### src/rtl/event_detector_multi.sv
// Multi-channel asynchronous event detector: synchroniser, glitch filter and
// edge qualification per channel, with sticky flags, saturating counters and an irq.
module event_detector_multi #(
  parameter int unsigned N_CH        = 4,
  parameter int unsigned SYNC_STAGES = 2,
  parameter int unsigned FILT_CYC    = 1,
  parameter int unsigned CNT_W       = 8
) (
  input  logic                    clk,
  input  logic                    reset_n,
  input  logic [N_CH-1:0]         i_data,
  input  logic [2*N_CH-1:0]       i_mode,
  input  logic [N_CH-1:0]         i_clr,
  input  logic                    i_cnt_clr,
  input  logic [N_CH-1:0]         i_irq_en,
  output logic [N_CH-1:0]         o_event,
  output logic [N_CH-1:0]         o_sticky,
  output logic [N_CH*CNT_W-1:0]   o_count,
  output logic                    o_irq
);

  localparam int unsigned      FC_W    = (FILT_CYC > 1) ? $clog2(FILT_CYC) : 1;
  localparam logic [FC_W-1:0]  FC_LAST = FC_W'(FILT_CYC - 1);
  localparam logic [CNT_W-1:0] CNT_MAX = '1;

  logic [N_CH-1:0]  sync_q [SYNC_STAGES];
  logic [N_CH-1:0]  sync_s;
  logic [N_CH-1:0]  filt_q, filt_d;
  logic [FC_W-1:0]  fcnt_q [N_CH];
  logic [FC_W-1:0]  fcnt_d [N_CH];
  logic [N_CH-1:0]  event_q, event_d;
  logic [N_CH-1:0]  sticky_q, sticky_d;
  logic [CNT_W-1:0] count_q [N_CH];
  logic [CNT_W-1:0] count_d [N_CH];

  // Synchroniser chain; the last stage is the synced level.
  always_ff @(posedge clk or negedge reset_n) begin
    if (!reset_n) begin
      for (int unsigned k = 0; k < SYNC_STAGES; k++) sync_q[k] <= '0;
    end else begin
      sync_q[0] <= i_data;
      for (int unsigned k = 1; k < SYNC_STAGES; k++) sync_q[k] <= sync_q[k-1];
    end
  end

  assign sync_s = sync_q[SYNC_STAGES-1];

  // Filter, edge qualification, sticky and saturating counter per channel.
  always_comb begin
    filt_d   = filt_q;
    fcnt_d   = fcnt_q;
    event_d  = '0;
    sticky_d = sticky_q & ~i_clr;
    count_d  = count_q;
    for (int unsigned c = 0; c < N_CH; c++) begin
      if (sync_s[c] == filt_q[c]) begin
        fcnt_d[c] = '0;
      end else if (fcnt_q[c] == FC_LAST) begin
        filt_d[c]  = sync_s[c];
        fcnt_d[c]  = '0;
        event_d[c] = sync_s[c] ? i_mode[2*c] : i_mode[2*c+1];
      end else begin
        fcnt_d[c] = fcnt_q[c] + FC_W'(1);
      end

      if (event_d[c]) sticky_d[c] = 1'b1;

      if (i_cnt_clr) begin
        count_d[c] = event_d[c] ? CNT_W'(1) : '0;
      end else if (event_d[c] && (count_q[c] != CNT_MAX)) begin
        count_d[c] = count_q[c] + CNT_W'(1);
      end
    end
  end

  always_ff @(posedge clk or negedge reset_n) begin
    if (!reset_n) begin
      filt_q   <= '0;
      event_q  <= '0;
      sticky_q <= '0;
      for (int unsigned c = 0; c < N_CH; c++) begin
        fcnt_q[c]  <= '0;
        count_q[c] <= '0;
      end
    end else begin
      filt_q   <= filt_d;
      event_q  <= event_d;
      sticky_q <= sticky_d;
      for (int unsigned c = 0; c < N_CH; c++) begin
        fcnt_q[c]  <= fcnt_d[c];
        count_q[c] <= count_d[c];
      end
    end
  end

  for (genvar g = 0; g < N_CH; g++) begin : g_cnt_out
    assign o_count[g*CNT_W +: CNT_W] = count_q[g];
  end

  assign o_event  = event_q;
  assign o_sticky = sticky_q;
  assign o_irq    = |(sticky_q & i_irq_en);

endmodule
### config.mk
export PLATFORM = sky130hd
export DESIGN_NAME = event_detector_multi
export DESIGN_NICKNAME = d
export VERILOG_FILES = /design/src/rtl/event_detector_multi.sv
export SDC_FILE = /design/constraint.sdc
export NUM_CORES = 1
export LEC_CHECK = 0
export BUFFER_PORTS_ARGS = -buffer_cell sky130_fd_sc_hd__buf_4
export CAP_MARGIN = 20
export CORE_ASPECT_RATIO = 1.75
export CORE_MARGIN = 4
export CORE_UTILIZATION = 40
export DETAILED_ROUTE_END_ITERATION = 10
export PLACE_DENSITY_LB_ADDON = 0.05
export SETUP_SLACK_MARGIN = 0.2
export SLEW_MARGIN = 25
export SYNTH_ARGS = -nofsm -noshare
export SYNTH_HDL_FRONTEND = slang
export SYNTH_SLANG_ARGS = --single-unit
### constraint.sdc
create_clock -name clk -period 2 [get_ports clk]
set_clock_uncertainty 0.05 [all_clocks]
set_input_delay 0.4 -clock clk [delete_from_list [all_inputs] [get_ports clk]]
set_output_delay 0.4 -clock clk [all_outputs]
set_load 0.02 [all_outputs]
# Yosys cells after proc, flatten, opt, wreduce, memory -nomap -nowiden
# Index checks and enable logic that the tools add are counted.
# word_totals
regBits	56
out_inout_bits	41
word_cells	92
# op_classes
add_sub_neg	8
eq_ne	8
mux	36
bitwise_logic	11
reduce_logical	13
# ops
op	count
8-bit 2-to-1 mux	8
8-bit by 1-bit adder with 8-bit output (second input constant)	4
8-bit inequality test (second input constant)	4
1-bit 2-to-1 mux	28
4-bit bitwise AND	2
1-bit inverter	8
2-bit AND reduction	4
2-bit nonzero test	4
1-bit adder (second input constant)	4
1-bit == test	4
1-bit logical AND	4
4-bit inverter	1
4-bit OR reduction	1

# Logic depth before layout (Yosys ltp)
# Gate-level depths: netlist of the first run.
# depth
word_depth	6
ltp_mapped	6
mapped_depth_nobuf	5

# Worst setup path before layout of the first run
# Ideal clock, no wire load.
# synth_path
path_type	register to register
start	register count_q, in the netlist o_count[8]
end	register count_q, in the netlist o_count[11]
arrival_ns	1.555
t_required_ns	1.872
path_slack_ns	0.317
stages_incl_launch_ff	7
path_buffers	1
path_cell_list	dfrtp_1 > ha_1 > nand3_1 > o22ai_1 > clkbuf_1 > or3_1 > a21oi_1
# synth_between
elab_chain_len	3
elab_cells_between_ends	6
classes_between	add/sub: 1; eq/ne: 1; mux: 2; reduce/logical: 2
# synth_lines
element	line_no	source
from (decl)	33	logic [CNT_W-1:0] count_q [N_CH];
from (signal, indexed assignment)	91	count_q[c] <= count_d[c];
8-bit by 1-bit adder with 8-bit output / 8-bit inequality test (equally long branches)	71, 70	
8-bit 2-to-1 mux / 1-bit logical AND (equally long branches)	70	end else if (event_d[c] && (count_q[c] != CNT_MAX)) begin
8-bit 2-to-1 mux / 2-bit nonzero test (equally long branches)	--	
# Parallel ways exist; a longest one is shown, timed or not. The select of a mux whose other input is x is not followed.
# A chain may end at the register's enable or synchronous reset.

# Worst setup path in the final report of the first run
# layout_path
start	register filt_q[0]
end	register count_q, in the netlist o_count[5]
# layout_between
elab_chain_len	4
# layout_lines
element	line_no	source
from (decl)	28	logic [N_CH-1:0] filt_q, filt_d;
from (signal assigned)	86	filt_q <= filt_d;
1-bit == test	56	if (sync_s[c] == filt_q[c]) begin
1-bit 2-to-1 mux	56	
1-bit logical AND	70	
2-bit nonzero test (no line)	--	
# No other way between the ends.

==> impl_metrics.toml, run 1 <==
[status]
status = "finished clean"

[critical_path]
critPathRequiredTime_ps = 2140
cp.arrival_ps = 1860
critPathKind = "reg -> reg"
worstSetupEndpointType = "register"
worstSetupStartpointType = "register"
r2r_slack_ps = 280
path_max_fanout = 4

[synth]
synth_area_leader_cell = "dfrtp_1"
yosysMostFrequentCell = "dfrtp_1"
synthArstFlopShare = 1.00
synth_cell_type_count = 46
netlist_top_cells_count = "dfrtp_1, a21oi_1, nor2_1"
ys_seq_elements = 52
syn_inst = 236
synth_area_leaders = "dfrtp_1, a21oi_1, and3b_1"
syn_avg_cell_area_sq_um = 10.3
netlist_area_sq_um = 2430
syn-num-nets = 263
synth_edf_count = 0
ys_seq_area_frac = 0.535
synth_top_cell_area_share = 0.535
ys_warn_count = 0
synthFlopType = "dfrtp_1"

[cells_and_area]
layout-drive-gt1-share = 0.283
fin_cells = 378
diodes = 0
area_growth_pct = 27.9
fin_nets = 327

[cts]
htreeDepth = 2
cts_tree = "yes"
cts_root_buf = "clkbuf_8"
clockBufferDepth = 2
postCtsHoldBufs = 0
cts_buffers = 5
cts.sinks = 52
clk_pin_slew_worst_paths_ps = 90
insertion_delay_ps = 300

[die]
fp.coreArea_sq_um = 5880
dieArea_sq_um = 7440
chipHeight_microns = 111
row_count = 37
die_w_microns = 66.9
io_pins = 64
start_util = 0.414

[place]
gp_congestion = 0.726
io_buffers = 63
dp_hpwl_mm = 3.80
dp_cells = 370
pre_cts_ws_ps = 161

[timing]
drv_slew = 0
max_freq_mhz = 582
tightest_slew_ps = 662
slew_headroom = 0.559
period_minus_slack_ps = 1720
fin_crit_sh = 0.859
setup_tns_ps = 0
final-hold-violation-count = 0
rsz0062_at_grt = "yes"
worst_slack_ps = 282
finalSetupViolCount = 0

[flow_run]
maxCapViolations = 0

[route]
drt_iter0_markers = 74
vias_per_cell = 5.29
wirelength_mm = 5.40
first_pass_iters = 4
vias = 2001
drtAntennaViolNets = 0
wl_per_cell_microns = 14.3
drc = 0

[global_route]
grt_pass1_wl_mm = 8.95
grt_start_max_net_pins = 53
grt_pass1_vias = 1944
grt_overflow = 0
antenna_found_initial = 0
grt_usage = 0.152

[power_and_ir_drop]
cellPowerDensity_nw_per_um2 = 656
p_leak_nw = 1.45
peakVddDrop_mv = 0.503

[hold_path]
hold_class = "in -> async"
[timing repair]
item                                    4_1_cts  5_1_grt
endpoints found under the setup margin        5        3
setup buffers                                 0        1
gates resized for setup                       1        2
[critical path, stage by stage, from the launching register on]
cell,delay [ps]
dfrtp_1,380
nand3b_1,230
and2_1,260
nor4_2,330
mux2_2,360
[per-stage QoR]
| stage | area [sq um] | total power [W] | hold slack (ps) | util |
|---|---|---|---|---|
| CTS | 3090 | 0.00207 | 98.3 | 0.526 |
| floorplan | 2430 | 0.00128 | 54.4 | - |
| global route | 3110 | 0.00213 | 121 | 0.529 |
| global placement | 2990 | 0.00142 | 285 | 0.508 |
| finish | 3110 | 0.00204 | 74.9 | 0.529 |
| detailed placement | 2990 | 0.00142 | 290 | 0.508 |
[layout make-up]
type                            instances  area, sq um
Clock buffer                            7         96.3
Fill cell                             552         2770
Inverter                               10         37.5
Multi-Input combinational cell        164         1070
Sequential cell                        52         1300
Tap cell                               78         97.6
Timing Repair Buffer                   67          503
[cell families after synthesis]
kind of cell               share of synthesized area
AOI/OAI and AO/OA                              0.137
buffers and inverters                         0.0309
and+or+nand+nor                                0.237
DFF                                            0.535
muxes                                         0.0396
adders and majority gates                     0.0206
[state kept, by name, indices dropped and copies added (netlist names)]
register and flops:
o_sticky 4, o_event 4, o_count 32, sync_s 4, filt_q 4, sync_q 4
[where the power goes]
| group | total, W | internal, W | switching [W] |
|---|---|---|---|
| logic | 0.000272 | 0.000119 | 0.000153 |
| clock network | 0.000642 | 0.000309 | 0.000333 |
| registers | 0.00113 | 0.00109 | 0.0000344 |
| total | 0.00204 | 0.00152 | 0.000520 |
[worst paths after layout]
kind | startpoint | depth (start not counted) | to
max | filt_q[0] | 4 | o_count[5]
min | reset_n | 1 | o_count[31]
max reg2reg | filt_q[0] | 4 | o_count[5]
min reg2reg | sync_q[4] | 0 | sync_s[0]
max in group asynchronous | reset_n | 1 | sync_s[2]
min in group clk | i_data[1] | 1 | sync_q[5]
[cells in the final DEF (no fill, tap or decap), types with 2 or more instances in the layout]
cell	Yosys	layout
nand4_1	2	2
a22oi_1	3	3
o31ai_1	4	4
and3b_1	8	8
nand3_1	9	9
a211oi_1	2	2
mux2i_1	4	4
inv_1	10	10
a21oi_1	19	19
dfrtp_1	52	52
and2_1	3	3
or4_1	5	5
buf_4	0	67
nor2_1	18	18
nor2b_1	8	8
mux2_2	5	5
nor3_1	6	6
nand2b_1	6	6
or3_1	4	4
nand2_1	13	13
a311oi_1	3	3
nand3b_1	4	4
clkbuf_8	0	7
ha_1	4	4
o21ai_0	11	11
[per-layer routing]
metal  up-vias  global-route usage  part of all wire
li1        974                   -                 -
met1       976               0.180              0.43
met2        45               0.269              0.51
met3         6              0.0294             0.052
met4         0              0.0488             0.014
met5         -                   0                 0
Power figures use the tool's default switching activity.
==> inputs of run 2 (changes only) <==
- REMOVE_ABC_BUFFERS: default -> 1
==> run 2 against run 1 <==
Effect of this change:
- clock power up 22%
- largest cell class unchanged
- critical path type unchanged
- combinational power decreased by 3%
- fmax grew 1.1%
- non-clock buffer count shrank 1
- routed wire length down 1.8%
==> impl_metrics.toml, run 2 (same netlist as run 1, synthesis figures left out) <==
[route]
wl_per_cell_microns = 14.0
wl_met1_mm = 2.06
drt_iter0_markers = 127
dr_wl_met2_mm = 2.81
vias = 2008
wl_met3_microns = 322
dr.max_layer_used = "met4"
wirelength_mm = 5.30
drc = 0
drtAntennaViolNets = 0
vias_per_cell = 5.31
first_pass_iters = 4

[power_and_ir_drop]
p_leak_nw = 1.47
power_w = 0.00218
p_comb_frac = 0.122
power_frac_clock = 0.360
cellPowerDensity_nw_per_um2 = 695
sequentialPowerShare = 0.518
swShare = 0.242
peakVddDrop_mv = 0.524
cell_internal_pwr_w = 0.00165
p_switching_w = 0.000527

[die]
row_count = 37
chipHeight_microns = 111
die_w_microns = 66.9
io_pins = 64
fp.coreArea_sq_um = 5880
dieArea_sq_um = 7440
start_util = 0.414

[cells_and_area]
layout-drive-gt1-share = 0.280
largest_reg_flops = 32
fin_cells = 378
final_common_cell = "buf_4"
final_cell_area_sq_um = 3130
final_cell_mix = "buf_4, dfrtp_1, a21oi_1, nor2_1, nand2_1"
fin_nets = 326
nFillCells = 572
diodes = 0
area_growth_pct = 28.9

[status]
status = "finished clean"

[place]
gp_congestion = 0.810
placedInstanceArea_sq_um = 2990
dp_hpwl_mm = 3.78
io_buffers = 63
dp_cells = 370

[cts]
post_cts_buffers = 0
cts.sinks = 52
postCtsHoldBufs = 0
cts_tree = "yes"
clk_pin_slew_worst_paths_ps = 90
htreeDepth = 2
cts_root_buf = "clkbuf_8"
insertion_delay_ps = 300
clockBufferDepth = 2
cts_buffers = 5

[timing]
drv_slew = 0
hold_slack_ps = 54.4
fin_crit_sh = 0.850
max_freq_mhz = 588
finalSetupViolCount = 0
rsz0062_at_grt = "no"
setup_tns_ps = 0
period_minus_slack_ps = 1700
slew_headroom = 0.567
tightest_slew_ps = 650
final-hold-violation-count = 0

[critical_path]
path_max_fanout = 12
critPathRequiredTime_ps = 2190
cp.arrival_ps = 1890
r2r_slack_ps = 300
worstSetupEndpointType = "register"
r2r_cells = 5
endpoint = "o_count[14]"
critPathKind = "reg -> reg"
r2r-end = "o_count[14]"
worstSetupStartpointType = "register"
cp-startpoint = "o_count[8]"
r2r_start = "o_count[8]"

[global_route]
grt_pass1_wl_mm = 8.93
antenna_found_initial = 0
grt_usage = 0.156
grt_pass1_vias = 1972
grt_overflow = 0
grt_start_max_net_pins = 53

[flow_run]
maxCapViolations = 0

[hold_path]
hold_class = "in -> async"
==> run 2: cell count changes in the layout (fill, tap and decap cells not counted) <==
cell	before	now
nor4_1	0	1
bufinv_16	0	1
o22ai_2	1	0
nor4_2	1	0
o22ai_4	0	1
buf_4	67	66
==> run 2: worst max-delay path, cell delays in order (launching register included) <==
cell and delay (ps):
dfrtp_1 430, ha_1 250, nand3_1 130, o22ai_4 130, or4_1 490, a21oi_1 150
==> run 2: layout make-up <==
type	instances	area, sq um	area share
sequential	52	1300	0.415
multi-input combinational	164	1080	0.343
timing repair buffer	66	495	0.158
tap	78	97.6	0.0311
clock buffer	7	96.3	0.0307
inverter	10	37.5	0.0120
clock inverter	1	30.0	0.00958
==> run 2: worst min-delay path by stage <==
stage / from / end / slack, ps / cells after the start
global route: reset_n / o_count[13] / 120 / 1
global placement: sync_q[7] / sync_s[3] / 280 / 0
CTS: reset_n / o_count[13] / 90 / 1
floorplan: reset_n / filt_q[0] / 50 / 0
detailed placement: sync_q[6] / sync_s[2] / 290 / 0
finish: reset_n / o_count[13] / 50 / 1
==> run 2: metrics by stage <==
stage | utilization | worst slack (ps)
finish | 0.533 | 300
CTS | 0.531 | 247
global route | 0.533 | 213
global placement | 0.508 | 172
detailed placement | 0.508 | 189
floorplan | - | 239
==> run 2: power by group through the flow <==
stage / sequential [W] / combinational, W / clock, W
floorplan: 0.00118 / 0.0000832 / 0
global placement: 0.00115 / 0.000268 / 0
detailed placement: 0.00115 / 0.000269 / 0
CTS: 0.00113 / 0.000270 / 0.000821
global route: 0.00114 / 0.000296 / 0.000850
finish: 0.00113 / 0.000265 / 0.000785
==> run 2: routing by layer <==
| metal | global-route usage | vias to the layer above |
|---|---|---|
| met5 | 0 | - |
| li1 | - | 975 |
| met1 | 0.174 | 962 |
| met3 | 0.0385 | 9 |
| met2 | 0.272 | 62 |
| met4 | 0.0664 | 0 |
==> run 2: repair_timing <==
item	in CTS	in global routing
gates resized for setup	1	2
pin swaps	0	0
endpoints found under the setup margin	4	2
hold endpoints to repair	0	0
==> inputs of run 3 (changes only) <==
- ABC_AREA: default -> 1
- clock period: 2 -> 1.4 ns (I/O delays scaled with it)
==> run 3 against run 2 <==
Effect of this change:
- count of clock-buffer cells in the layout is 1 lower
- synthesized cell count rose by 36%
- worst setup slack lost 280 ps
- hold slack worse by 32 ps
- clock power is 6.6% higher
- flip-flop and latch count unchanged
- via count increased by 30%
- total power rose by 52%
- register-to-register slack got worse by 220 ps
- utilization increased by 16 points
- global-route usage is 3.4 points higher
- first-iteration DRC count increased by 8.7%
- critical endpoint is now o_irq
- largest power group unchanged
==> impl_metrics.toml, run 3 <==
[cells_and_area]
regArea_sq_um = 1310
final_common_cell = "buf_4"
area_growth_pct = 67.6
final_cell_area_sq_um = 4370
multi_input_area_sq_um = 1490
final_cell_mix = "buf_4, nand2_1, buf_6, dfrtp_1, inv_1"
utilization = 0.696
fin_cells = 530
diodes = 0
fin_nets = 477
nFillCells = 532
largest_reg_flops = 32
layout-drive-gt1-share = 0.531

[route]
wirelength_mm = 7.60
wl_met3_microns = 234
wl_per_cell_microns = 14.3
dr.max_layer_used = "met4"
dr_wl_met2_mm = 4.29
vias = 2607
vias_per_cell = 4.92
drt_iter0_markers = 138
drtAntennaViolNets = 0
drc = 0
first_pass_iters = 4
wl_met1_mm = 2.82

[critical_path]
crit_slowest_cell = "dfrtp_1"
path_max_fanout = 3
critPathRequiredTime_ps = 1070
worstSetupStartpointType = "register"
critPathKind = "reg -> out"
worst_path_largest_cell_delay_ps = 430
critical_path.cell_chain = "nand2_1 > nand4_1 > buf_4"
worstSetupEndpointType = "output port"
r2r_cells = 8
cp.arrival_ps = 1040

[place]
dp_cells = 479
io_buffers = 63
placedInstanceArea_sq_um = 3340
gp_congestion = 0.826
dp_hpwl_mm = 4.83

[die]
io_pins = 64
die_w_microns = 69.0
fp.coreArea_sq_um = 6280
chipHeight_microns = 115
dieArea_sq_um = 7920
row_count = 38
start_util = 0.415

[hold_path]
holdPathStages = 1
hold_class = "in -> reg"

[cts]
cts_tree = "yes"
clockBufferDepth = 2
cts_root_buf = "clkbuf_8"
htreeDepth = 2
clk_pin_slew_worst_paths_ps = 90
cts_buffers = 5
insertion_delay_ps = 310
cts.sinks = 52

[synth]
synthArstFlopShare = 1.00
yosysMostFrequentCell = "nand2_1"
netlist_area_sq_um = 2610
syn_inst = 321
synth_top_cell_area_share = 0.499
synth_area_leader_cell = "dfrtp_1"
synth_edf_count = 0
synthFlopType = "dfrtp_1"
ys_seq_elements = 52
netlist_top_cells_count = "nand2_1, dfrtp_1, nand3_1"
syn_avg_cell_area_sq_um = 8.12
ys_seq_area_frac = 0.499
synth_cell_type_count = 30
synth_area_leaders = "dfrtp_1, nand2_1, nand3_1"
ys_warn_count = 0

[global_route]
antenna_found_initial = 0
grt_pass1_wl_mm = 12.1
grt_usage = 0.190
grt_start_max_net_pins = 33
grt_overflow = 0
grt_pass1_vias = 2673

[power_and_ir_drop]
p_leak_nw = 2.20
power_w = 0.00331
peakVddDrop_mv = 0.605
cellPowerDensity_nw_per_um2 = 757

[timing]
slew_headroom = 0.737
period_minus_slack_ps = 1370
max_freq_mhz = 727
final-hold-violation-count = 0
finalSetupViolCount = 0
rsz0062_at_grt = "yes"
setup_tns_ps = 0
drv_slew = 0
tightest_slew_ps = 393
fin_crit_sh = 0.982

[status]
status = "finished clean"

[flow_run]
maxCapViolations = 0
==> run 3: what timing repair did <==
action | CTS | global route
hold buffers | 1 | 0
pin swaps | 33 | 32
setup buffers | 30 | 11
gates cloned | 2 | 0
endpoints found under the setup margin | 69 | 69
endpoints found under the hold margin | 20 | 0
gates resized for setup | 118 | 57
==> run 3: final cells by class <==
type                    instances  share of cell area
repair buffers                129               0.277
inverters                      41              0.0415
multi-input cells             221               0.341
flip-flops and latches         52               0.300
clock buffers                   6              0.0166
clock inverters                 1             0.00115
well taps                      80              0.0229
==> run 3: cell families (layout without fill, tap and decap cells) <==
kind of cell,Yosys count,in the layout,share of synthesized area
fa+ha+maj,4,4,0.0192
xor+xnor,6,6,0.0202
simple gates,179,181,0.310
compound gates,30,30,0.0729
buf+inv,50,177,0.0792
flops,52,52,0.499
==> run 3: where the power goes <==
group / internal [W] / switching [W] / leakage (nW) / total (W)
Combinational: 0.000404 / 0.000428 / 1.49 / 0.000832
Sequential: 0.00158 / 0.0000621 / 0.668 / 0.00164
Clock: 0.000342 / 0.000496 / 0.0410 / 0.000837
==> run 3: worst paths after layout <==
check / from / endpoint / slack, ps
min in group asynchronous: reset_n / o_event[3] / 340
max in group asynchronous: reset_n / o_count[4] / 480
min: i_data[0] / sync_q[4] / 20
min reg2reg: sync_q[4] / sync_s[0] / 300
max reg2reg: o_count[16] / o_count[22] / 80
max: o_sticky[1] / o_irq / 30
==> run 3: layer usage <==
metal,vias up,global-route usage
met3,20,0.0359
met1,1255,0.199
met5,-,0
met2,55,0.370
li1,1277,-
met4,0,0.0704
==> run 3: critical path, delay by kind of cell (launching register included) <==
family | cells | cell delay, ps
simple gates | 2 | 150
flops | 1 | 430
buf+inv | 1 | 160
==> run 3: metrics by stage <==
step	setup WS [ps]	hold slack [ps]
global placement	9.48	143
global route	-19.3	12.8
finish	25.1	22.8
detailed placement	-18.7	142
CTS	1.12	8.03
floorplan	-113	-65.6
